File: src/rtl/id_issue_stage.sv
// Operand-issue half of decode: resolves rs/rt through the forwarding ports,
// tracks one in-flight MUL, stalls on hazards/backpressure and drives ID/EX.
module id_issue_stage #(
  parameter int DATA_W      = 32,
  parameter int RA_W        = 5,
  parameter int NUM_FWD     = 3,
  parameter int MUL_LAT     = 3,
  parameter int STALL_CNT_W = 16
) (
  input  logic                      cpu_clk,
  input  logic                      cpu_rst_n,
  input  logic                      id_valid,
  output logic                      id_ready,
  input  logic [DATA_W-1:0]         id_pc,
  input  logic [RA_W-1:0]           id_rs,
  input  logic [RA_W-1:0]           id_rt,
  input  logic                      id_use_rs,
  input  logic                      id_use_rt,
  input  logic [RA_W-1:0]           id_wa,
  input  logic                      id_we,
  input  logic                      id_is_load,
  input  logic                      id_is_mul,
  input  logic                      id_imm_sel,
  input  logic [DATA_W-1:0]         id_imm,
  output logic [RA_W-1:0]           rf_read_add1,
  output logic [RA_W-1:0]           rf_read_add2,
  input  logic [DATA_W-1:0]         rf_read_data1,
  input  logic [DATA_W-1:0]         rf_read_data2,
  input  logic [NUM_FWD-1:0]        fwd_we,
  input  logic [NUM_FWD*RA_W-1:0]   fwd_wa,
  input  logic [NUM_FWD*DATA_W-1:0] fwd_wd,
  input  logic [NUM_FWD-1:0]        fwd_rdy,
  input  logic                      flush,
  input  logic                      ex_ready,
  output logic                      ex_valid,
  output logic [DATA_W-1:0]         ex_pc,
  output logic [DATA_W-1:0]         ex_src1,
  output logic [DATA_W-1:0]         ex_src2,
  output logic [RA_W-1:0]           ex_wa,
  output logic                      ex_we,
  output logic                      ex_is_load,
  output logic                      ex_is_mul,
  output logic [1:0]                stall_cause,
  output logic [STALL_CNT_W-1:0]    stall_cnt
);

  localparam int CNT_W = (MUL_LAT < 1) ? 1 : $clog2(MUL_LAT + 1);
  localparam logic [CNT_W-1:0] MUL_LAT_C = CNT_W'(MUL_LAT);

  localparam logic [1:0] CAUSE_NONE = 2'd0;
  localparam logic [1:0] CAUSE_DATA = 2'd1;
  localparam logic [1:0] CAUSE_MUL  = 2'd2;
  localparam logic [1:0] CAUSE_BP   = 2'd3;

  typedef struct packed {
    logic              pend;
    logic [DATA_W-1:0] val;
  } opnd_t;

  // Lowest-numbered matching port wins; a match whose data is not back yet is pending.
  function automatic opnd_t resolve(input logic [RA_W-1:0] addr,
                                    input logic [DATA_W-1:0] rf_data);
    opnd_t r;
    logic  hit;
    r.pend = 1'b0;
    r.val  = rf_data;
    hit    = 1'b0;
    for (int i = 0; i < NUM_FWD; i++) begin
      if (!hit && fwd_we[i] && (fwd_wa[i*RA_W +: RA_W] == addr)) begin
        hit    = 1'b1;
        r.pend = !fwd_rdy[i];
        r.val  = fwd_wd[i*DATA_W +: DATA_W];
      end
    end
    if (addr == '0) begin
      r.pend = 1'b0;
      r.val  = '0;
    end
    return r;
  endfunction

  // ID/EX bundle and bookkeeping registers
  logic                   ex_valid_q, ex_valid_d;
  logic [DATA_W-1:0]      ex_pc_q, ex_pc_d;
  logic [DATA_W-1:0]      ex_src1_q, ex_src1_d;
  logic [DATA_W-1:0]      ex_src2_q, ex_src2_d;
  logic [RA_W-1:0]        ex_wa_q, ex_wa_d;
  logic                   ex_we_q, ex_we_d;
  logic                   ex_is_load_q, ex_is_load_d;
  logic                   ex_is_mul_q, ex_is_mul_d;
  logic [RA_W-1:0]        mul_wa_q, mul_wa_d;
  logic [CNT_W-1:0]       mul_cnt_q, mul_cnt_d;
  logic [STALL_CNT_W-1:0] stall_cnt_q, stall_cnt_d;

  opnd_t rs_r, rt_r;
  logic  data_hazard, mul_hazard, mul_busy, ex_free, fire;
  logic  mul_wa_nz;
  logic [1:0] cause;

  assign rf_read_add1 = id_rs;
  assign rf_read_add2 = id_rt;

  always_comb begin
    rs_r = resolve(id_rs, rf_read_data1);
    rt_r = resolve(id_rt, rf_read_data2);
  end

  assign data_hazard = (id_use_rs && rs_r.pend) || (id_use_rt && rt_r.pend);

  assign mul_busy  = (mul_cnt_q != '0);
  assign mul_wa_nz = (mul_wa_q != '0);
  assign mul_hazard = mul_busy &&
                      ((id_use_rs && (id_rs == mul_wa_q) && mul_wa_nz) ||
                       (id_use_rt && (id_rt == mul_wa_q) && mul_wa_nz) ||
                       (id_we && (id_wa == mul_wa_q)) ||
                       id_is_mul);

  // Handshake: a bundle moves ID->EX on id_valid && id_ready, and EX consumes
  // it on ex_valid && ex_ready; a held bundle keeps every ex_* output stable.
  assign ex_free  = !ex_valid_q || ex_ready;
  assign id_ready = ex_free && !data_hazard && !mul_hazard && !flush;
  assign fire     = id_valid && id_ready;

  always_comb begin
    cause = CAUSE_NONE;
    if (id_valid && !id_ready && !flush) begin
      if (!ex_free)         cause = CAUSE_BP;
      else if (data_hazard) cause = CAUSE_DATA;
      else if (mul_hazard)  cause = CAUSE_MUL;
      else                  cause = CAUSE_NONE;
    end
  end

  assign stall_cause = cause;

  always_comb begin
    ex_valid_d   = ex_valid_q;
    ex_pc_d      = ex_pc_q;
    ex_src1_d    = ex_src1_q;
    ex_src2_d    = ex_src2_q;
    ex_wa_d      = ex_wa_q;
    ex_we_d      = ex_we_q;
    ex_is_load_d = ex_is_load_q;
    ex_is_mul_d  = ex_is_mul_q;
    if (fire) begin
      ex_valid_d   = 1'b1;
      ex_pc_d      = id_pc;
      ex_src1_d    = rs_r.val;
      ex_src2_d    = id_imm_sel ? id_imm : rt_r.val;
      ex_wa_d      = id_wa;
      ex_we_d      = id_we;
      ex_is_load_d = id_is_load;
      ex_is_mul_d  = id_is_mul;
    end else if (ex_ready || flush) begin
      ex_valid_d = 1'b0;
    end
  end

  // Flush beats a coinciding MUL load (fire is already blocked by flush).
  always_comb begin
    mul_wa_d  = mul_wa_q;
    mul_cnt_d = mul_cnt_q;
    if (flush) begin
      mul_cnt_d = '0;
    end else if (fire && id_is_mul && id_we && (id_wa != '0)) begin
      mul_wa_d  = id_wa;
      mul_cnt_d = MUL_LAT_C;
    end else if (mul_busy) begin
      mul_cnt_d = mul_cnt_q - CNT_W'(1);
    end
  end

  always_comb begin
    stall_cnt_d = stall_cnt_q;
    if ((cause != CAUSE_NONE) && (stall_cnt_q != '1)) begin
      stall_cnt_d = stall_cnt_q + STALL_CNT_W'(1);
    end
  end

  always_ff @(posedge cpu_clk or negedge cpu_rst_n) begin
    if (!cpu_rst_n) begin
      ex_valid_q   <= 1'b0;
      ex_pc_q      <= '0;
      ex_src1_q    <= '0;
      ex_src2_q    <= '0;
      ex_wa_q      <= '0;
      ex_we_q      <= 1'b0;
      ex_is_load_q <= 1'b0;
      ex_is_mul_q  <= 1'b0;
      mul_wa_q     <= '0;
      mul_cnt_q    <= '0;
      stall_cnt_q  <= '0;
    end else begin
      ex_valid_q   <= ex_valid_d;
      ex_pc_q      <= ex_pc_d;
      ex_src1_q    <= ex_src1_d;
      ex_src2_q    <= ex_src2_d;
      ex_wa_q      <= ex_wa_d;
      ex_we_q      <= ex_we_d;
      ex_is_load_q <= ex_is_load_d;
      ex_is_mul_q  <= ex_is_mul_d;
      mul_wa_q     <= mul_wa_d;
      mul_cnt_q    <= mul_cnt_d;
      stall_cnt_q  <= stall_cnt_d;
    end
  end

  assign ex_valid   = ex_valid_q;
  assign ex_pc      = ex_pc_q;
  assign ex_src1    = ex_src1_q;
  assign ex_src2    = ex_src2_q;
  assign ex_wa      = ex_wa_q;
  assign ex_we      = ex_we_q;
  assign ex_is_load = ex_is_load_q;
  assign ex_is_mul  = ex_is_mul_q;
  assign stall_cnt  = stall_cnt_q;

endmodule

File: config.mk
export PLATFORM = sky130hd
export DESIGN_NAME = id_issue_stage
export DESIGN_NICKNAME = d
export VERILOG_FILES = /design/src/rtl/id_issue_stage.sv
export SDC_FILE = /design/constraint.sdc
export NUM_CORES = 1
export LEC_CHECK = 0
export ABC_AREA = 1
export CAP_MARGIN = 20
export CORE_MARGIN = 5
export CORE_UTILIZATION = 25
export CTS_CLUSTER_DIAMETER = 120
export DETAILED_ROUTE_END_ITERATION = 8
export HOLD_SLACK_MARGIN = 0.06
export SETUP_SLACK_MARGIN = 0.02
export SYNTH_ARGS = -nofsm -noshare
export SYNTH_HDL_FRONTEND = slang
export SYNTH_SLANG_ARGS = --single-unit
export TNS_END_PERCENT = 1
File: constraint.sdc
create_clock -name cpu_clk -period 2.74 [get_ports cpu_clk]
set_input_delay 0.822 -clock cpu_clk [delete_from_list [all_inputs] [get_ports cpu_clk]]
set_output_delay 0.822 -clock cpu_clk [all_outputs]
set_load 0.05 [all_outputs]
==> After elaboration in Yosys (flattened, before gate mapping) <==
Cells that the tools add are included.
{ "word_totals": {"elab_cells": 101, "regBits": 128} }
{ "classes": {"bitwise": 1, "n_reduce_logical": 55, "muxes": 22, "n_addsub": 2, "n_eq_ne": 10} }
{ "ops": {"columns": ["cell", "count"], "rows": [
  ["two-way mux 33 bit", 8],
  ["== test 5 bit", 9],
  ["two-way mux 32 bit", 1],
  ["logical AND 1 bit", 28],
  ["adder 16 x 1 -> 16 bit, second input constant", 1],
  ["inequality test 16 bit, second input constant", 1],
  ["two-way mux 2 bit", 7],
  ["zero test 1 bit", 12],
  ["zero test 5 bit", 2],
  ["nonzero test 5 bit", 2],
  ["logical OR 1 bit", 6],
  ["two-way mux 1 bit", 6],
  ["nonzero test 2 bit", 3],
  ["nonzero test 3 bit", 1],
  ["AND reduction 2 bit", 1],
  ["subtractor 2 x 1 -> 2 bit, second input constant", 1],
  ["inverter 1 bit", 1]
]} }

==> Depth between registers and ports, before layout <==
Gate-level depths: netlist of run 1.
{ "logic_depth": {"ltp_word": 24, "depth_mapped": 19} }

==> Least setup slack after synthesis of run 1 <==
OpenSTA, ideal clock, no wires.
{ "synth_timing": {"path_kind": "input-to-output", "startpoint": "input id_rt[2]", "endpoint": "output stall_cause[1]", "path_slack_ns": -0.814, "required_ns": 1.918, "n_path_buf": 1, "path_stages": 13, "arrival_ns": 2.732, "cell_sequence": "buf_2 nor2_1 a21oi_1 nand3_2 nand3_1 nor2_1 nor2_1 nand2_1 nand3_2 nor2_4 inv_2 nand3_1 a21oi_1"} }
{ "synth_between": {"elab_chain_cells": 22} }
{ "synth_lines": {"columns": ["element", "line", "rtl"], "rows": [
  ["from (decl)", "16", "input logic [RA_W-1:0] id_rt,"],
  ["== test 5 bit", "69", "if (!hit && fwd_we[i] && (fwd_wa[i*RA_W +: RA_W] == addr)) begin"],
  ["logical AND 1 bit", "69", null],
  ["two-way mux 1 bit", "69", null],
  ["zero test 1 bit", "69", null],
  ["logical AND 1 bit (2 in a row)", "69", null],
  ["two-way mux 1 bit", "69", null],
  ["zero test 1 bit", "69", null],
  ["logical AND 1 bit (2 in a row)", "69", null],
  ["(+3 left out)", null, null],
  ["logical OR 1 bit", "108", "assign data_hazard = (id_use_rs && rs_r.pend) || (id_use_rt && rt_r.pend);"],
  ["zero test 1 bit", "121", "assign id_ready = ex_free && !data_hazard && !mul_hazard && !flush;"],
  ["logical AND 1 bit", "121", null],
  ["logical AND 1 bit * (2 in a row)", "121", null],
  ["named net id_ready", "13", "output logic id_ready,"],
  ["zero test 1 bit *", "126", "if (id_valid && !id_ready && !flush) begin"],
  ["logical AND 1 bit * (2 in a row)", "126", null],
  ["two-way mux 2 bit *", "126", null],
  ["to (decl)", "43", "output logic [1:0] stall_cause,"]
]} }
The timed path passes the listed nets; every way through them passes the cells marked *.

==> Worst setup path in the final report of run 1 <==
{ "layout_timing": {"startpoint": "input id_rs[4]", "endpoint": "output stall_cause[1]"} }
{ "layout_between": {"elab_chain_cells": 22} }
{ "layout_lines": {"columns": ["element", "line", "rtl"], "rows": [
  ["from (decl)", "15", "input logic [RA_W-1:0] id_rs,"],
  ["== test 5 bit", "69", null],
  ["logical AND 1 bit", "69", null],
  ["two-way mux 1 bit", "69", null],
  ["zero test 1 bit", "69", null],
  ["logical AND 1 bit (2 in a row)", "69", null],
  ["two-way mux 1 bit", "69", null],
  ["zero test 1 bit", "69", null],
  ["logical AND 1 bit (2 in a row)", "69", null],
  ["two-way mux 33 bit", "69", null],
  ["two-way mux 33 bit", "75", "if (addr == '0) begin"],
  ["logical AND 1 bit", "108", null],
  ["logical OR 1 bit", "108", null],
  ["zero test 1 bit", "121", null],
  ["logical AND 1 bit (3 in a row)", "121", null],
  ["zero test 1 bit", "126", null],
  ["logical AND 1 bit (2 in a row)", "126", null],
  ["two-way mux 2 bit *", "126", null]
]} }
Mark *: on every way between the ends. The rest lies on a longest branch, timed or not.

==> flow_summary.ini, run 1 <==
[run_status]
status = finished, violations left
violations = setup timing

[floorplanning]
die-area_mm2 = 0.0364
std_cell_rows = 66
die_y_um = 191
coreArea_mm2 = 0.0324
die_width_um = 191
ios = 405
start_util_pct = 25.2

[synth]
synth_top_area_cell = dfrtp_1
synth_nets = 1459
ys_seq_area_share_pct = 39.2
synth_top_area_share_pct = 39.2
ys_warn_count = 0
syn_inst = 1186
synth_cell_type_count = 33
synth_top_family_by_area = simple AND/OR/NAND/NOR gates
synthSimpleGateAreaFrac_pct = 30.3
synth_compound_area_share_pct = 20.0
yosys.area_share.xor_xnor_pct = 1.82
synth.area.top_cells = dfrtp_1 39%, nand2_1 16%, nor2_1 9.1%, o21ai_0 6.7%, a31oi_1 4.9%
yosys_register_bits = 128
synthAdderAreaFrac_pct = 0.306
syn_area_mm2 = 0.00817
avgSynthCellArea_um2 = 6.88
synthMuxAreaShare_pct = 0

[place]
placed_area_mm2 = 0.0132
pre_cts_ws_ns = -0.978
gp_congestion = 0.950
portBuffers = 404
dpl.hpwl_um = 30400

[sta]
drv_slew = 0
layout_setup_ws_ns = -0.444
holdWs_ns = 0.316
setup_viol = 3
fin_crit_ns = 3.18
grt_setup_unrepaired = true
hold_viol_final = 0
period_share_pct = 116
skew_ns = 0.0124
relSlewSlack_pct = 59.2
tightest_slew_ns = 0.610
fmax_mhz = 314

[clocking]
ctsLongestPathBuffers = 2
clock_sinks = 128
cts_tree = yes
clkTransAtPathRegs_ns = 0.06
insertion_delay_ns = 0.42
htreeDepth = 4
root_buffer = clkbuf_16
cts_made_buffers = 17

[worst_setup_path]
crit_start = id_rs[4]
rrSetupSlack_ns = 0.34
worstReg2RegEnd = ex_src2[17]$_DFFE_PN0P_
rr_worst_depth = 15
critPathArrivalTime_ns = 2.36
crit_required_ns = 1.92
crit_chain = buf_6, buf_6, nand2_1, nand2_1, nor2_1, nand2_1, nor2_1, nand3_2, nand3_1, nand2_2, nand3_4, nor2_4, inv_2, nand3_2, a21oi_4, buf_6
cp-end-kind = output port
r2r_start = mul_wa_q[0]$_DFFE_PN0P_
max_stage_delay_ns = 0.18
worstPathMaxFanout = 4
crit_end = stall_cause[1]
cp-start-kind = input port
slowest_stage = buf_6
crit_type = in2out

[global_route]
grt.busiest_layer = met2
grt_antenna_before_repair = 1
grt_util_met2_pct = 37.2
grt_max_degree = 69
grt_use_total_pct = 21.7
grt_overflow = 0
grt_pass1_wl_um = 61200
grt_pass1_vias = 10380
met1_usage_pct = 27.3
grt.met3_usage_pct = 5.47

[routing]
finalWirelength_um = 41000
viasPerCell = 4.84
drtIter0Drc = 591
wl_per_cell_um = 19.6
vias = 10101
ant_nets = 0
drtPass1Iterations = 5
drcViolationCount = 0

[job]
maxCapViolations = 0

[power]
p_total_mw = 12.1
power_density_mw_per_mm2 = 851
ir_drop_uv = 469
leakage_nw = 6.16

[cells_and_area]
syn_to_final_growth_pct = 74.1
fin_area_mm2 = 0.0142
nets = 1905
drive_gt1_share_pct = 17.1
final_util_pct = 43.9

[hold_path]
hold_class = in2async
[worst min-delay path by stage]
stage | startpoint | endpoint | slack, ns
2_1_floorplan | mul_cnt_q[1]$_DFFE_PN0P_ | mul_cnt_q[1]$_DFFE_PN0P_ | 0.45
3_3_place_gp | ex_pc[29]$_DFFE_PN0P_ | ex_pc[29]$_DFFE_PN0P_ | 0.46
3_5_place_dp | ex_pc[29]$_DFFE_PN0P_ | ex_pc[29]$_DFFE_PN0P_ | 0.47
4_1_cts | cpu_rst_n | ex_pc[20]$_DFFE_PN0P_ | 0.32
5_1_grt | cpu_rst_n | ex_pc[20]$_DFFE_PN0P_ | 0.34
6_report | cpu_rst_n | ex_pc[20]$_DFFE_PN0P_ | 0.32
[where the power goes]
group          total (mW)  switching (mW)  internal (mW)
Clock                2.43           0.977           1.45
Sequential           3.15           0.510           2.64
Combinational        6.52            4.21           2.31
Total                12.1            5.70           6.40
[layout by cell type (no fill, tap or decap), types with 4 or more instances in the layout]
master	instances
nand4_1	6
nand2_2	21
nor2_1	189
inv_4	6
clkdlybuf4s50_1	351
o31ai_1	21
nand3_1	15
o21ai_2	4
xor2_1	11
o31ai_2	11
nor2_2	8
nand2_1	317
o21ai_1	18
buf_6	31
o21ai_0	105
nor2_4	4
buf_2	12
a21oi_2	5
buf_12	22
nand3_2	8
dfrtp_1	128
xnor2_1	5
buf_4	84
nor3_1	40
a31oi_1	64
inv_1	36
o22ai_1	39
clkdlybuf4s15_1	4
inv_2	20
clkbuf_16	17
[stage by stage]
stage                     TNS (ns)  std cells
final                        -1.23       2088
after global routing         -1.70       2088
after CTS                    -2.26       2081
after detailed placement    -80.02       2030
after global placement      -84.64       2030
after floorplan              -2.35       1186
[critical path, delay by kind of cell]
family	cells	cell delay [ns]
buffers and inverters	4	0.46
and+or+nand+nor	11	0.92
AOI/OAI and AO/OA	1	0.14
[cell type report]
type	instances	area [um^2]
diodes	1	2.50
clock buffers	18	429
clock inverters	14	179
fillers	3311	18200
inverters	64	256
multi-input cells	910	4510
flip-flops and latches	128	3200
well taps	442	553
repair buffers	511	5090
[sequential cells by signal (all words and copies together), names as in the netlist]
| name | cells |
|---|---|
| mul_wa_q | 5 |
| stall_cnt | 16 |
| ex_is_mul | 1 |
| ex_wa | 5 |
| ex_valid | 1 |
| ex_pc | 32 |
| ex_we | 1 |
| ex_is_load | 1 |
| ex_src2 | 32 |
| ex_src1 | 32 |
| mul_cnt_q | 2 |
[synth_stat cells]
cell and number:
nand4_4 1, dfrtp_1 128, clkinv_2 1, nand3_1 21, clkbuf_1 38, buf_2 17, nor4_1 2, inv_2 13
nand3_2 4, nor2_4 1, nor2_2 1, nand2_1 340, nand3b_1 1, nand4_1 6, xnor2_1 5, nor3_1 41
ha_1 2, inv_1 49, o31ai_2 11, o21ai_1 18, o31ai_1 21, o22ai_1 40, buf_4 14, a31oi_1 64
buf_1 9, clkinv_1 1, nor2_1 199, nand2_2 1, a21oi_1 8, xor2_1 12, o211ai_1 2, o21ai_0 109
buf_6 6
[cell families (layout without fill, tap and decap cells)]
group	count (synthesis)	after routing
flip-flops	128	128
AND/OR/NAND/NOR	618	618
XOR/XNOR	17	17
buffers and inverters	148	607
other	0	1
AO/OA/AOI/OAI	273	273
adder cells (fa/ha/maj)	2	2
[metal layers]
metal | up-vias | wire length, um
met4 | 0 | 764
met5 | - | 0
met2 | 436 | 20000
met1 | 4759 | 16900
li1 | 4864 | -
met3 | 42 | 3280
[timing repair]
| action | CTS | global route |
|---|---|---|
| pin swaps | 38 | 57 |
| setup endpoints to repair | 130 | 53 |
| resized for setup | 155 | 92 |
| setup buffers | 19 | 8 |
| hold buffers | 0 | 0 |
Power figures use the tool's default switching activity.
==> run 2, diff against run 1 <==
--- a/config.mk
+++ b/config.mk
@@ -6,8 +6,6 @@
 export NUM_CORES = 1
 export LEC_CHECK = 0
 export ABC_AREA = 1
-export CAP_MARGIN = 20
-export CORE_MARGIN = 5
 export CORE_UTILIZATION = 25
 export CTS_CLUSTER_DIAMETER = 120
 export DETAILED_ROUTE_END_ITERATION = 8
==> run 2 against run 1 <==
The run still ends with setup timing left. Wire length down 5.4%. First-iteration DRC count down 9.5%. Sequential power about the same. Worst hold slack better by 0.070 ns. Clock power up 2%. Global-route usage up 1.2 points. Critical path depth unchanged. Flip-flop and latch count unchanged.
==> flow_summary.ini, run 2 (synthesized netlist as in run 1, its figures left out) <==
[cells_and_area]
syn_to_final_growth_pct = 74.7
drive_gt1_share_pct = 17.1
nFillCells = 3254
final_util_pct = 44.7
final_common_cell = clkdlybuf4s50_1
nets = 1919
fin_area_mm2 = 0.0143
layout_common_cells = 352 x clkdlybuf4s50_1, 322 x nand2_1, 186 x nor2_1

[sta]
fmax_mhz = 307
hold_viol_final = 0
layout_setup_ws_ns = -0.517
fin_crit_ns = 3.26
relSlewSlack_pct = 48.3
skew_ns = 0.00824
drv_slew = 0
setup_viol = 3
tightest_slew_ns = 0.776
period_share_pct = 119
grt_setup_unrepaired = true

[worst_setup_path]
cp-end-kind = output port
cp-start-kind = input port
critPathArrivalTime_ns = 2.44
worstPathMaxFanout = 4
rrSetupSlack_ns = 0.34
r2r_start = mul_wa_q[0]$_DFFE_PN0P_
crit_type = in2out
crit_start = id_rs[0]
rr_worst_depth = 14
worstReg2RegEnd = ex_src1[7]$_DFFE_PN0P_
crit_required_ns = 1.92
crit_end = stall_cause[1]

[run_status]
violations = setup timing
status = finished, violations left

[floorplanning]
std_cell_rows = 65
coreArea_mm2 = 0.0319
start_util_pct = 25.6
ios = 405
die-area_mm2 = 0.0334
die_width_um = 183
die_y_um = 183

[routing]
finalWirelength_um = 38800
wl_per_cell_um = 18.5
drtPass1Iterations = 5
vias = 10084
viasPerCell = 4.81
ant_nets = 0
drtIter0Drc = 535
drcViolationCount = 0

[clocking]
clock_sinks = 128
ctsLongestPathBuffers = 2
htreeDepth = 4
cts_made_buffers = 17
insertion_delay_ns = 0.42
root_buffer = clkbuf_16
cts_tree = yes
clkTransAtPathRegs_ns = 0.06
hold_buffers = 0

[power]
leakage_nw = 6.21
power_density_mw_per_mm2 = 851
ir_drop_uv = 412
p_total_mw = 12.1

[job]
maxCapViolations = 0

[global_route]
grt_max_degree = 65
grt_pass1_wl_um = 58100
grt_pass1_vias = 10143
grt_use_total_pct = 22.9
grt_overflow = 0
grt_antenna_before_repair = 1

[place]
placed_area_mm2 = 0.0132
pre_cts_ws_ns = -1.04
gp_congestion = 0.948
portBuffers = 404
dpl.hpwl_um = 28300

[hold_path]
hold_class = in2async
## run 2: final cells by class
cell class	instances	area, um^2	share of cell area, %
antenna	1	2.50	0.0175
clock buffer	18	439	3.08
clock inverter	14	179	1.25
inverter	64	249	1.75
multi-input combinational	910	4510	31.6
sequential	128	3200	22.5
tap	435	544	3.82
timing repair buffer	525	5140	36.0
## run 2: what timing repair did
action,CTS,global route
endpoints found under the hold margin,0,0
endpoints found under the setup margin,131,95
cloned,0,0
buffers inserted,27,9
resized for setup,131,77
pin swaps,35,35
## run 2: critical path: stages
cell and delay (ns):
buf_2 0.13, buf_6 0.13, nand2_1 0.06, nand2_1 0.05, nor2_1 0.12, nand2_1 0.09, nor2_2 0.15, nand3_4 0.10
nand3_2 0.08, nand2_2 0.08, nand3_4 0.10, nor2_4 0.05, inv_2 0.06, nand3_2 0.09, a21oi_4 0.16, buf_6 0.18
## run 2: per-layer routing
metal  up-vias  share of wire, %  wire [um]  global-route usage (%)
met4         0               2.1        823                    8.20
met5         -                 0          0                       0
met3        42               7.4       2880                    5.17
met1      4755                42      16200                    27.5
met2       405                49      18900                    39.8
li1       4882                 -          -                       -
## run 2: power breakdown
part           total, mW  internal, mW  switching (mW)
Clock               2.48          1.47            1.01
Combinational       6.50          2.32            4.19
Sequential          3.15          2.64           0.509
## run 2: worst min path at each step
stage	end	cells past startpoint
2_1_floorplan	mul_cnt_q[1]$_DFFE_PN0P_	2
3_3_place_gp	ex_pc[26]$_DFFE_PN0P_	2
3_5_place_dp	ex_pc[17]$_DFFE_PN0P_	2
4_1_cts	ex_pc[13]$_DFFE_PN0P_	1
5_1_grt	ex_pc[13]$_DFFE_PN0P_	1
6_report	ex_pc[13]$_DFFE_PN0P_	1
## run 2: stage by stage
step / hold WS (ns) / TNS (ns) / cells
floorplan: 0.449 / -2.35 / 1186
global placement: 0.461 / -78.39 / 2027
detailed placement: 0.464 / -85.81 / 2027
CTS: 0.400 / -3.00 / 2086
global route: 0.419 / -3.96 / 2095
finish: 0.386 / -1.44 / 2095
==> patch 1, RTL diff (settings of run 1) <==
Change the parameter `MUL_LAT` from 3 to 2.
--- a/src/rtl/id_issue_stage.sv
+++ b/src/rtl/id_issue_stage.sv
@@ -5,5 +5,5 @@
   parameter int RA_W        = 5,
   parameter int NUM_FWD     = 3,
-  parameter int MUL_LAT     = 3,
+  parameter int MUL_LAT     = 2,
   parameter int STALL_CNT_W = 16
 ) (
Function: changed (a bounded check fails within 4 cycles, from zero or initial values and one cycle with cpu_rst_n low).
==> patch 1 against run 1 <==
- critical path type unchanged
- global-route usage down 0.089 points
- critical path depth unchanged
- core utilization decreased by 0.77 points
- largest power group unchanged
- worst setup slack got worse by 7.7 ps
- clock power decreased by 8%
- routed wire length fell by 0.29%
- via count decreased by 0.76%
- the flow still finishes with violations (negative setup slack)
- design area fell by 1.8%
- sequential cell count did not move
- power fell by 1.4%
- area after synthesis is essentially flat
==> patch 1: results (changes against run 1) <==
* Mapped Nets at 1458 (was 1459)
* Critical path's largest stage delay at 160 ps (was 180 ps)
* Setup TNS at -1207 ps (was -1235 ps)
* Status: finished, violations left (unchanged)
* Reg2reg end: stall_cnt[1] (was ex_src2[17])
* Slowest CP cell: buf_8 (was buf_6)
* Dpl hpwl at 30.39 mm (was 30.41 mm)
* Complex-gate fraction of the synthesized area at 20.04% (about the same)
* Skew final at 13.43 ps (was 12.44 ps)
* Layout Nets at 1896 (was 1905)
* Adder and majority gate portion of the synthesized area at 0.3064% (was 0.3065%)
* Post-synthesis cell count at 1185 (was 1186)
* Xor and xnor area share after synthesis at 1.823% (about the same)
* Initial antenna violation count at 3 (was 1)
* Final setup fails at 3 (unchanged)
* Wl on met1 at 16.91 mm (was 16.89 mm)
* Gpl congestion at 0.9606 (was 0.9500)
* Total GRT Usage at 21.63% (was 21.72%)
* Via count at 10024 (was 10101)
* Clock power share at 18.7% (was 20.0%)
* RR Startpoint: stall_cnt[0] (was mul_wa_q[0])
* Synth top cells by count: nand2_1, nor2_1, dfrtp_1 (unchanged)
* Register area share after synthesis at 39.22% (was 39.23%)
* Flop2flop setup slack at 300 ps (was 340 ps)
* Worst slack, placed at -1017 ps (was -978.3 ps)
* Met2 wire length at 19.47 mm (was 20.02 mm)
* Largest net degree at the start of global routing at 75 (was 69)
* Failing checks: negative setup slack (unchanged)
* Final worst slack at -451.4 ps (was -443.7 ps)
* Leakage power at 6.070 nW (was 6.156 nW)
## patch 1: cell types whose count changed after synthesis
cell / before / now
nand3_1: 21 / 20
buf_1: 9 / 4
clkbuf_1: 38 / 40
buf_2: 17 / 20
nand2_1: 340 / 339
nand4_1: 6 / 7
## patch 1: layout make-up
type,count,area (sq um),share of cell area (%)
timing repair buffer,503,4962,35.52
tap,442,553.0,3.959
inverter,64,246.5,1.764
multi-input combinational,909,4446,31.82
clock inverter,15,133.9,0.9584
sequential,128,3203,22.93
clock buffer,17,425.4,3.045
## patch 1: metal layers
layer	up-vias	GRT usage, %
met3	64	6.261
met2	422	36.62
li1	4857	-
met5	-	0
met1	4675	26.92
met4	6	6.105
## patch 1: worst min path at each step
| stage | cells after the start | endpoint | slack, ps |
|---|---|---|---|
| final | 1 | ex_pc[31] | 360 |
| after global routing | 1 | ex_is_load | 400 |
| after CTS | 1 | ex_is_load | 380 |
| after detailed placement | 2 | ex_pc[31] | 460 |
| after global placement | 2 | mul_cnt_q[0] | 450 |
| after floorplan | 2 | mul_cnt_q[0] | 440 |
## patch 1: timing repair
| action | CTS | global route |
|---|---|---|
| buffers inserted | 10 | 5 |
| hold buffers | 0 | 0 |
| endpoints found under the hold margin | 0 | 0 |
| endpoints found under the setup margin | 130 | 46 |
| pin swaps | 41 | 51 |
| gates resized for setup | 141 | 68 |
## patch 1: metrics by stage
stage | cell area [sq um] | hold WS (ps) | total power [W]
6_report | 13970 | 360.4 | 0.01193
4_1_cts | 13780 | 377.1 | 0.01201
3_3_place_gp | 13180 | 454.6 | 0.009672
5_1_grt | 13970 | 399.3 | 0.01254
2_1_floorplan | 8192 | 441.9 | 0.007056
3_5_place_dp | 13180 | 464.4 | 0.009720
==> patch 2, RTL diff (config.mk and constraints of run 1) <==
Made on the original files. Reset style: synchronous (`cpu_rst_n`), changed in one clocked block.
--- a/src/rtl/id_issue_stage.sv
+++ b/src/rtl/id_issue_stage.sv
@@ -178,5 +178,5 @@
   end
 
-  always_ff @(posedge cpu_clk or negedge cpu_rst_n) begin
+  always_ff @(posedge cpu_clk) begin
     if (!cpu_rst_n) begin
       ex_valid_q   <= 1'b0;
Behaviour: differs if cpu_rst_n is asserted again (counterexample within 4 cycles, from zero or initial values and one cycle with cpu_rst_n low); with cpu_rst_n held inactive, the same outputs for 4 cycles.
==> patch 2 against run 1 <==
- the run still ends with negative setup slack left
- critical path type unchanged
- via count increased by 5.6%
- area after synthesis increased by 2.4%
- design area rose by 0.51%
- worst setup slack gained 43 ps
- highest routed layer unchanged
- sequential cell count stayed put
- critical endpoint unchanged
- hold slack better by 160 ps
- routed wire length fell by 5.1%
Power is not compared: it rests on default switching activity, and its combinational part moved more than twofold at a synthesized area within 25%.
==> patch 2: results (changes against run 1) <==
* Postcts setup bufs at 20 (was 19)
* Total GRT Usage at 19.88% (was 21.72%)
* Setup TNS at -1083 ps (was -1235 ps)
* Critical path's largest stage delay at 200 ps (was 180 ps)
* RR Startpoint: mul_wa_q[3] (was mul_wa_q[0])
* First-pass GRT wire length at 57.95 mm (was 61.23 mm)
* Wl on met1 at 15.50 mm (was 16.89 mm)
* Xor and xnor area share after synthesis at 0.5236% (was 1.823%)
* Skew final at 9.417 ps (was 12.44 ps)
* Share of cells above drive strength 1 at 13.52% (was 17.08%)
* DP Cell Count at 2248 (was 2030)
* Grt met3 use at 4.938% (was 5.474%)
* Synth top area cells: dfxtp_1, nor2_1, nand2_1, o21ai_0, nand3_1 (was dfrtp_1, nand2_1, nor2_1, o21ai_0, a31oi_1)
* Met2 wire length at 18.92 mm (was 20.02 mm)
* Area after DPL at 13240 sq um (was 13200 sq um)
* Post-synthesis cell count at 1424 (was 1186)
* Worst slew margin at 48.08% (was 59.19%)
* Largest net degree at the start of global routing at 65 (was 69)
* Adder and majority gate portion of the synthesized area at 0.2992% (was 0.3065%)
* CP arrival at 2320 ps (was 2360 ps)
* Met2 usage at 33.96% (was 37.24%)
* Detailed-route wire length per cell at 16.91 microns (was 19.62 microns)
* Status: finished, violations left (unchanged)
* Gpl congestion at 0.9074 (was 0.9500)
* Slowest CP cell: a21oi_4 (was buf_6)
* Asr flop ratio synth at 0% (was 100.0%)
* Worst hold path class: reg2reg (was in2async)
* Failing checks: negative setup slack (unchanged)
* Complex-gate fraction of the synthesized area at 18.51% (was 20.04%)
* Count of cell types in the netlist at 30 (was 33)
* Final worst slack at -400.9 ps (was -443.7 ps)
* Initial antenna violation count at 2 (was 1)
* Reg area at 2562 sq um (was 3203 sq um)
* Synth top cells by count: nor2_1, nand2_1, dfxtp_1 (was nand2_1, nor2_1, dfrtp_1)
* Final setup fails at 3 (unchanged)
* Crit Path Max Fanout at 5 (was 4)
## patch 2: where the power goes
group          leakage [nW]  internal [W]  switching [W]  total, W
Combinational          4.79      0.000949        0.00124   0.00219
Clock                 0.257       0.00123       0.000921   0.00215
Sequential             1.05       0.00200      0.0000718   0.00207
## patch 2: cells by family after synthesis
kind of cell | Yosys count
and+or+nand+nor | 795
AOI/OAI and AO/OA | 269
buffers and inverters | 225
DFF | 128
xor gates and xnor gates | 5
adders and majority gates | 2
## patch 2: final cells by class
class	count	share of cell area, %
tap	448	3.922
clock buffer	20	3.266
timing repair buffer	499	35.21
antenna	2	0.03502
inverter	120	3.432
multi-input combinational	1071	35.62
sequential	128	17.93
clock inverter	11	0.5778
## patch 2: worst paths after layout
path,to,slack (ps),cells after the start
setup / recovery,stall_cause[1],-400,12
setup reg to reg,ex_src2[15],350,18
hold / removal,ex_src1[31],470,2
hold reg to reg,ex_src1[31],470,2
